===== src/rtl/seg_shift_ctrl.sv =====
// rtl/seg_shift_ctrl.sv - serial 7-segment shift chain sequencer
// Shifts a captured frame MSB-first on a divided seg_clk, then strobes seg_pen.
module seg_shift_ctrl #(
  parameter int NBITS      = 64,
  parameter int DIV        = 2,
  parameter bit ACTIVE_LOW = 1'b1
) (
  input  logic             clk,
  input  logic             rst,
  input  logic             start,
  input  logic [NBITS-1:0] frame,
  output logic             ready,
  output logic             busy,
  output logic             done,
  output logic             seg_clk,
  output logic             seg_dat,
  output logic             seg_pen
);

  localparam int              CW       = $clog2(NBITS);
  localparam logic [7:0]      DIV_LAST = 8'(DIV - 1);
  localparam logic [CW-1:0]   BIT_LAST = CW'(NBITS - 1);

  typedef enum logic [1:0] {IDLE, SHIFT_LO, SHIFT_HI, LATCH} state_t;

  state_t           state, state_nxt;
  logic [NBITS-1:0] shreg, shreg_nxt;
  logic [CW-1:0]    bitcnt, bitcnt_nxt;
  logic [7:0]       div, div_nxt;
  logic             busy_nxt, done_nxt, seg_clk_nxt, seg_dat_nxt, seg_pen_nxt;
  logic [NBITS-1:0] cap;
  logic             div_end;

  assign cap     = ACTIVE_LOW ? ~frame : frame;
  assign div_end = (div == DIV_LAST);
  assign ready   = (state == IDLE);

  always_ff @(posedge clk) begin
    if (rst) begin
      state   <= IDLE;
      shreg   <= '0;
      bitcnt  <= '0;
      div     <= '0;
      busy    <= 1'b0;
      done    <= 1'b0;
      seg_clk <= 1'b0;
      seg_dat <= 1'b0;
      seg_pen <= 1'b0;
    end else begin
      state   <= state_nxt;
      shreg   <= shreg_nxt;
      bitcnt  <= bitcnt_nxt;
      div     <= div_nxt;
      busy    <= busy_nxt;
      done    <= done_nxt;
      seg_clk <= seg_clk_nxt;
      seg_dat <= seg_dat_nxt;
      seg_pen <= seg_pen_nxt;
    end
  end

  always_comb begin
    state_nxt   = state;
    shreg_nxt   = shreg;
    bitcnt_nxt  = bitcnt;
    div_nxt     = div;
    busy_nxt    = busy;
    done_nxt    = 1'b0;
    seg_clk_nxt = seg_clk;
    seg_dat_nxt = seg_dat;
    seg_pen_nxt = seg_pen;
    case (state)
      IDLE: begin
        if (start) begin
          shreg_nxt   = cap;
          seg_dat_nxt = cap[NBITS-1];
          busy_nxt    = 1'b1;
          div_nxt     = '0;
          bitcnt_nxt  = '0;
          state_nxt   = SHIFT_LO;
        end
      end
      SHIFT_LO: begin
        if (div_end) begin
          div_nxt     = '0;
          seg_clk_nxt = 1'b1;
          state_nxt   = SHIFT_HI;
        end else begin
          div_nxt = div + 8'd1;
        end
      end
      SHIFT_HI: begin
        if (div_end) begin
          div_nxt     = '0;
          seg_clk_nxt = 1'b0;
          // Data only moves on the falling seg_clk edge, keeping DIV cycles of setup/hold.
          if (bitcnt == BIT_LAST) begin
            seg_pen_nxt = 1'b1;
            state_nxt   = LATCH;
          end else begin
            bitcnt_nxt  = bitcnt + 1'b1;
            shreg_nxt   = shreg << 1;
            seg_dat_nxt = shreg[NBITS-2];
            state_nxt   = SHIFT_LO;
          end
        end else begin
          div_nxt = div + 8'd1;
        end
      end
      LATCH: begin
        if (div_end) begin
          div_nxt     = '0;
          seg_pen_nxt = 1'b0;
          busy_nxt    = 1'b0;
          seg_dat_nxt = 1'b0;
          done_nxt    = 1'b1;
          state_nxt   = IDLE;
        end else begin
          div_nxt = div + 8'd1;
        end
      end
      default: state_nxt = IDLE;
    endcase
  end

endmodule


===== config.mk =====
export PLATFORM = sky130hd
export DESIGN_NAME = seg_shift_ctrl
export DESIGN_NICKNAME = d
export VERILOG_FILES = /design/src/rtl/seg_shift_ctrl.sv
export SDC_FILE = /design/constraint.sdc
export NUM_CORES = 1
export LEC_CHECK = 0
export CORE_UTILIZATION = 40
export DETAILED_ROUTE_END_ITERATION = 6
export GPL_TIMING_DRIVEN = 0
export SLEW_MARGIN = 10
export SYNTH_ARGS = -nofsm -noshare
export SYNTH_HDL_FRONTEND = slang
export SYNTH_SLANG_ARGS = --single-unit

===== constraint.sdc =====
create_clock -name clk -period 5.1 [get_ports clk]
set_input_delay 1.02 -clock clk [delete_from_list [all_inputs] [get_ports clk]]
set_output_delay 1.02 -clock clk [all_outputs]
set_load 0.02 [all_outputs]

==> results.cfg, run 1 <==
[global_route]
grt_util_met2 = 0.3181
grt_pass1_wl_um = 16280
antenna_found_initial = 0
use_met1 = 0.2737
grt_pass1_vias = 3441
use_met3 = 0.04279
gr-usage-all-layers = 0.2005
grt_overflow = 0
grt_max_degree = 14
grt_busiest_layer = met2

[sta]
clock.fmax_mhz = 377.2
slew_violations = 0
final-hold-violation-count = 0
min_period_ns = 2.651
setup_viol = 0
setup_tns_ns = 0
setup_ws_ns = 2.449
relSlewSlack = 0.6435
tightest_slew_ns = 0.5199
layout_worst_path_cycle_share = 0.5199
rsz0062_at_grt = false
finalClockSkew_ns = 0.01826

[clock_tree]
clk_pin_slew_worst_paths_ns = 0.09
cts_max_level = 3
cts_root_buffer = clkbuf_8
cts_resized = 0
postCtsSetupBuffers = 0
clock_latency_ns = 0.35
cts_inserted_buffers = 9
clock_sinks = 84
cts.path.max_buffers = 2
cts_tree = done
cts_hold_buf = 0

[run_status]
outcome = completed

[worst_setup_path]
slowest_stage = clkdlybuf4s50_1
startpoint_type = register
worstSetupPathType = register to output pin
crit_chain = inv_1, ha_1, clkdlybuf4s50_1
critPathRequiredTime_ns = 4.08
endpoint_kind = output pin
critPathArrivalTime_ns = 1.63
path_max_fanout = 5
max_stage_delay_ns = 0.54

[synthesis]
synth_cell_types = 42
synthFlopType = dfxtp_1
synth_area_leader_cell = dfxtp_1
synth_edf_count = 0
syn-num-nets = 624
yosys_register_bits = 84
syn_area_per_cell_sq_um = 7.236
yosysWarnings = 0
yosysTopAreaCellShare = 0.4233
async_flop_share = 0
syn_inst = 549
synth-seq-area-share = 0.4233
netlist_area_sq_um = 3973
synthTopCellsByArea = dfxtp_1 42%, nand2_1 19%, a21oi_1 9.3%

[power]
vdd_drop_max_mv = 0.1876
total_power_mw = 2.352
cellLeakagePower_nw = 1.750
power.density_nw_per_um2 = 464.3

[placed_design]
pre_cts_slack_ns = 2.192
place_inst = 753
port-buffer-count = 71
hpwl_um = 6911
place_congestion = 0.8143

[route]
wire_per_inst_um = 13.27
wl_um = 10190
drc = 0
first_pass_iters = 5
via_per_inst = 5.026
vias = 3860
drt_iter0_markers = 182
drt.antenna.violating_nets = 0

[layout]
fin_cells = 768
diodes = 0
final_cell_mix = 202 x nand2_1, 84 x dfxtp_1, 74 x a21oi_1
drive_gt1_frac = 0.05827
area_delta_synth_final_pct = 27.50
layout_commonest_cell = nand2_1
nets = 706

[die]
rows = 36
ios = 73
die_area_sq_um = 10330
die_w_um = 101.7
coreArea_sq_um = 9684
die_h_um = 101.7
start_util = 0.4102

[worst_hold_path]
hold_class = register to register

[run]
drv_cap = 0
-- layer usage --
metal	vias up	wire length (um)
met3	14	450
li1	1993	-
met2	77	4578
met5	-	0
met1	1776	5017
met4	0	148
-- cell families (layout without fill, tap and decap cells) --
| group | after synthesis | count (layout) | share of synthesized area |
|---|---|---|---|
| adders and majority gates | 8 | 8 | 0.02520 |
| buffers and inverters | 46 | 132 | 0.06646 |
| DFF | 84 | 84 | 0.4233 |
| AOI/OAI and AO/OA | 161 | 161 | 0.2186 |
| and+or+nand+nor | 242 | 242 | 0.2479 |
| muxes | 2 | 2 | 0.005354 |
| xor gates and xnor gates | 6 | 6 | 0.01323 |
-- power breakdown --
part	internal (mW)	leakage, nW	total (mW)	switching (mW)
Clock	0.287	0.109	0.527	0.240
Sequential	0.803	0.687	0.884	0.0812
Combinational	0.372	0.954	0.941	0.568
-- registers in the layout (all words and copies together) (netlist names) --
| name | cells |
|---|---|
| state | 2 |
| div | 8 |
| shreg | 63 |
| seg_clk | 1 |
| bitcnt | 6 |
| seg_dat | 1 |
| seg_pen | 1 |
| done | 1 |
| busy | 1 |
-- synth_stat cells, types with 2 or more instances --
library cell / count
nand2_1: 202
dfxtp_1: 84
a21oi_1: 74
o21ai_0: 68
clkbuf_1: 21
nor2_1: 17
buf_6: 11
ha_1: 8
inv_1: 6
buf_2: 4
nand4_1: 4
xor2_1: 4
a211oi_1: 3
a31oi_1: 3
buf_1: 3
nor3_1: 3
nor4_1: 3
a311oi_1: 2
nand2b_1: 2
nand3_1: 2
o21a_1: 2
or3_1: 2
xnor2_1: 2
-- final timing paths --
check / cells after the start / to / slack [ns] / startpoint
min: 2 / shreg[22] / 0.45 / shreg[22]
min reg2reg: 2 / shreg[22] / 0.45 / shreg[22]
max: 3 / ready / 2.45 / state[0]
max reg2reg: 8 / bitcnt[4] / 2.78 / state[0]
-- cell type report --
| cell class | count | area, sq um |
|---|---|---|
| Tap cell | 133 | 166.4 |
| Fill cell | 976 | 4619 |
| Multi-Input combinational cell | 419 | 2027 |
| Clock inverter | 4 | 73.82 |
| Buffer | 40 | 241.5 |
| Timing Repair Buffer | 71 | 710.7 |
| Inverter | 6 | 22.52 |
| Sequential cell | 84 | 1682 |
| Clock buffer | 11 | 141.4 |
-- worst max-delay path, delay by kind of cell (launching register included) --
| family | cells | cell delay [ns] |
|---|---|---|
| adder cells (fa/ha/maj) | 1 | 0.23 |
| buffers and inverters | 2 | 0.64 |
| flip-flops | 1 | 0.40 |
-- metrics by stage --
step	hold WS (ns)	utilization	instance area (sq um)
CTS	0.4547	0.5230	5065
floorplan	0.4321	-	3973
global route	0.4706	0.5230	5065
finish	0.4543	0.5230	5065
detailed placement	0.4432	0.5008	4850
global placement	0.4384	0.5008	4850
No activity file was read; power rests on OpenSTA's default activity.
==> run 2: changes to the inputs <==
Clock period 5.1 ns to 2.5 ns, I/O delays scaled along.
==> run 2 against run 1 <==
  * Hold slack lost 0.0018 ns
  * First-iteration DRC count grew 21%
  * Non-clock buffer count is the same
  * Register-to-register slack lost 2.6 ns
  * Count of clock-buffer cells in the layout is the same
  * Sequential cell count is the same
  * Highest routed layer unchanged
  * Wire length grew 0.20%
==> results.cfg, run 2 (synthesized netlist as in run 1, its figures left out) <==
[placed_design]
place_congestion = 0.8143
place_inst = 753
placed_area_sq_um = 4850
hpwl_um = 6911
port-buffer-count = 71
pre_cts_slack_ns = 0.1124

[route]
drt.antenna.violating_nets = 0
drt_iter0_markers = 220
drc = 0
wire_per_inst_um = 13.30
first_pass_iters = 5
vias = 3890
via_per_inst = 5.065
wl_um = 10210

[sta]
final-hold-violation-count = 0
setup_tns_ns = 0
rsz0062_at_grt = false
setup_viol = 0
tightest_slew_ns = 0.5458
clock.fmax_mhz = 431.9
setup_ws_ns = 0.1847
min_period_ns = 2.315
relSlewSlack = 0.6362
layout_worst_path_cycle_share = 0.9261
slew_violations = 0
hold_ws_ns = 0.4525
finalClockSkew_ns = 0.01839

[clock_tree]
cts_tree = done
cts.path.max_buffers = 2
cts_resized = 0
clk_pin_slew_worst_paths_ns = 0.09
clock_sinks = 84
cts_inserted_buffers = 9
postCtsSetupBuffers = 0
clock_latency_ns = 0.35
cts_root_buffer = clkbuf_8
cts_max_level = 3
cts_hold_buf = 0

[power]
total_power_mw = 4.805
power.density_nw_per_um2 = 947.8
cellLeakagePower_nw = 1.750
vdd_drop_max_mv = 0.3830

[layout]
final_area_sq_um = 5070
largest-register = shreg
area_delta_synth_final_pct = 27.62
layout_commonest_cell = nand2_1
largest_reg_flops = 63
drive_gt1_frac = 0.06142
diodes = 0
biggestRegsByFlops = shreg x63, div x8, bitcnt x6
nets = 706
fin_util = 0.5235
num-fill-cells = 977
fin_cells = 768
final_cell_mix = 202 x nand2_1, 84 x dfxtp_1, 74 x a21oi_1

[global_route]
grt_pass1_wl_um = 16280
grt_busiest_layer = met2
grt_max_degree = 14
grt_util_met2 = 0.3181
use_met3 = 0.04279
use_met1 = 0.2737
grt_overflow = 0
gr-usage-all-layers = 0.2005
grt_pass1_vias = 3441
antenna_found_initial = 0

[worst_hold_path]
hold_class = register to register

[die]
die_w_um = 101.7
ios = 73
coreArea_sq_um = 9684
rows = 36
start_util = 0.4102
die_area_sq_um = 10330
die_h_um = 101.7

[worst_setup_path]
endpoint_kind = register
path_max_fanout = 10
critPathArrivalTime_ns = 2.57
critPathRequiredTime_ns = 2.75
worstSetupPathType = register to register
startpoint_type = register

[run_status]
outcome = completed

[run]
drv_cap = 0
-- run 2: layer usage --
metal  up-vias  wire length, um
li1       1995                -
met1      1800             4998
met2        82             4620
met3        13              454
met4         0              140
met5         -                0
-- run 2: path summary, 6_finish.rpt --
kind | start | to | slack [ns] | cells past startpoint
worst min-delay path | shreg[50] | shreg[50] | 0.45 | 2
worst min register to register | shreg[50] | shreg[50] | 0.45 | 2
worst max-delay path | state[0] | bitcnt[4] | 0.18 | 8
worst max register to register | state[0] | bitcnt[4] | 0.18 | 8
-- run 2: power by group --
group | leakage (nW) | switching (mW) | internal (mW)
logic | 0.954 | 1.16 | 0.765
clock network | 0.109 | 0.489 | 0.586
registers | 0.687 | 0.165 | 1.64
total | 1.75 | 1.82 | 2.99
-- run 2: worst max-delay path, cell delays in order (launching register included) --
cell	delay, ns
dfxtp_1	0.35
inv_1	0.11
ha_1	0.14
buf_2	0.22
buf_2	0.27
buf_2	0.29
clkbuf_1	0.40
o21ai_0	0.16
a311oi_1	0.27
-- run 2: area by class of cell --
class	count	area, sq um	share of cell area
inverter	6	22.52	0.004442
clock inverter	4	73.82	0.01456
clock buffer	11	141.4	0.02789
buffer	40	242.7	0.04788
timing repair buffer	71	710.7	0.1402
multi-input combinational	419	2031	0.4005
sequential	84	1682	0.3317
tap	133	166.4	0.03282
==> run 3: changes to the inputs <==
Clock period 2.5 ns to 2.4 ns, I/O delays scaled along.
==> run 3 against run 2 <==
  * Die area is the same
  * Fmax up 3.9%
  * Sequential power rose by 4%
  * Combinational power up 4%
  * Clock power up 4%
  * Critical path depth unchanged
  * Global-route usage did not move
==> results.cfg, run 3 (synthesized netlist as in run 1, its figures left out) <==
[layout]
final_area_sq_um = 5074
drive_gt1_frac = 0.06614
fin_util = 0.5239
fin_cells = 768
biggestRegsByFlops = shreg x63, div x8, bitcnt x6
largest_reg_flops = 63
area_delta_synth_final_pct = 27.72
largest-register = shreg
diodes = 0
layout_commonest_cell = nand2_1
final_cell_mix = 202 x nand2_1, 84 x dfxtp_1, 74 x a21oi_1
nets = 706

[power]
total_power_mw = 5.006
vdd_drop_max_mv = 0.3984
cellLeakagePower_nw = 1.760
power.density_nw_per_um2 = 986.8

[clock_tree]
cts_hold_buf = 0
clk_pin_slew_worst_paths_ns = 0.09
cts_inserted_buffers = 9
cts_resized = 0
clock_sinks = 84
cts_max_level = 3
cts_root_buffer = clkbuf_8
cts.path.max_buffers = 2
cts_tree = done
clock_latency_ns = 0.35
postCtsSetupBuffers = 0

[worst_setup_path]
critPathArrivalTime_ns = 2.47
startpoint_type = register
critPathRequiredTime_ns = 2.65
reg2regPathDepth = 8
path_max_fanout = 10
r2r_slack_ns = 0.17
worstSetupPathType = register to register
rr_startpoint = state[0]
rr_endpoint = state[1]
endpoint_kind = register

[route]
wl_um = 10150
drt.antenna.violating_nets = 0
vias = 3875
wire_per_inst_um = 13.22
drc = 0
first_pass_iters = 5
via_per_inst = 5.046
drt_iter0_markers = 210

[sta]
min_period_ns = 2.228
layout_worst_path_cycle_share = 0.9282
setup_tns_ns = 0
finalClockSkew_ns = 0.01837
slew_violations = 0
hold_ws_ns = 0.4528
rsz0062_at_grt = false
clock.fmax_mhz = 448.9
relSlewSlack = 0.6381
setup_ws_ns = 0.1724
final-hold-violation-count = 0
tightest_slew_ns = 0.5428
setup_viol = 0

[die]
ios = 73
rows = 36
die_area_sq_um = 10330
die_h_um = 101.7
coreArea_sq_um = 9684
start_util = 0.4102
die_w_um = 101.7

[placed_design]
placed_area_sq_um = 4850
place_congestion = 0.8143
place_inst = 753
port-buffer-count = 71
hpwl_um = 6911
pre_cts_slack_ns = 0.03241

[worst_hold_path]
holdPathEnd = shreg[50]
hold_class = register to register
min_path_cells = 2
min_from = shreg[50]

[run]
drv_cap = 0

[global_route]
grt_pass1_vias = 3441
gr-usage-all-layers = 0.2005
antenna_found_initial = 0
grt_max_degree = 14
grt_overflow = 0
grt_pass1_wl_um = 16280

[run_status]
outcome = completed
[run 3: cell types whose count changed in the layout (fill, tap and decap cells not counted)]
cell and change:
clkbuf_2 +3, clkbuf_1 -1, buf_1 -2
[run 3: how the worst max path moves through the flow]
stage,from,endpoint,cells past startpoint
floorplan,state[0],bitcnt[1],9
global placement,start,shreg[20],6
detailed placement,start,shreg[17],6
CTS,state[0],bitcnt[4],8
global route,state[0],shreg[18],8
finish,state[0],state[1],8
[run 3: layer usage]
layer	share of wire	GRT usage	wire length [um]	up-vias
li1	-	-	-	1996
met1	0.49	0.2737	4983	1789
met2	0.46	0.3181	4633	77
met3	0.039	0.04279	395	13
met4	0.014	0.05797	140	0
met5	0	0	0	-
[run 3: report_power, final]
group / total [mW] / internal, mW / switching, mW
sequential: 1.88 / 1.71 / 0.171
combinational: 2.01 / 0.800 / 1.21
clock: 1.12 / 0.610 / 0.509
total: 5.01 / 3.12 / 1.89
[run 3: worst max-delay path, stage by stage (launching register included)]
cell      delay (ns)
dfxtp_1         0.40
inv_1           0.10
ha_1            0.19
buf_2           0.19
buf_2           0.21
or3_1           0.38
a21oi_1         0.25
a21oi_1         0.11
a311oi_1        0.29
[run 3: cell type report]
class / instances / area [sq um]
fillers: 975 / 4611
multi-input cells: 419 / 2031
flip-flops and latches: 84 / 1682
repair buffers: 71 / 710.7
plain buffers: 40 / 246.5
well taps: 133 / 166.4
clock buffers: 11 / 141.4
clock inverters: 4 / 73.82
inverters: 6 / 22.52
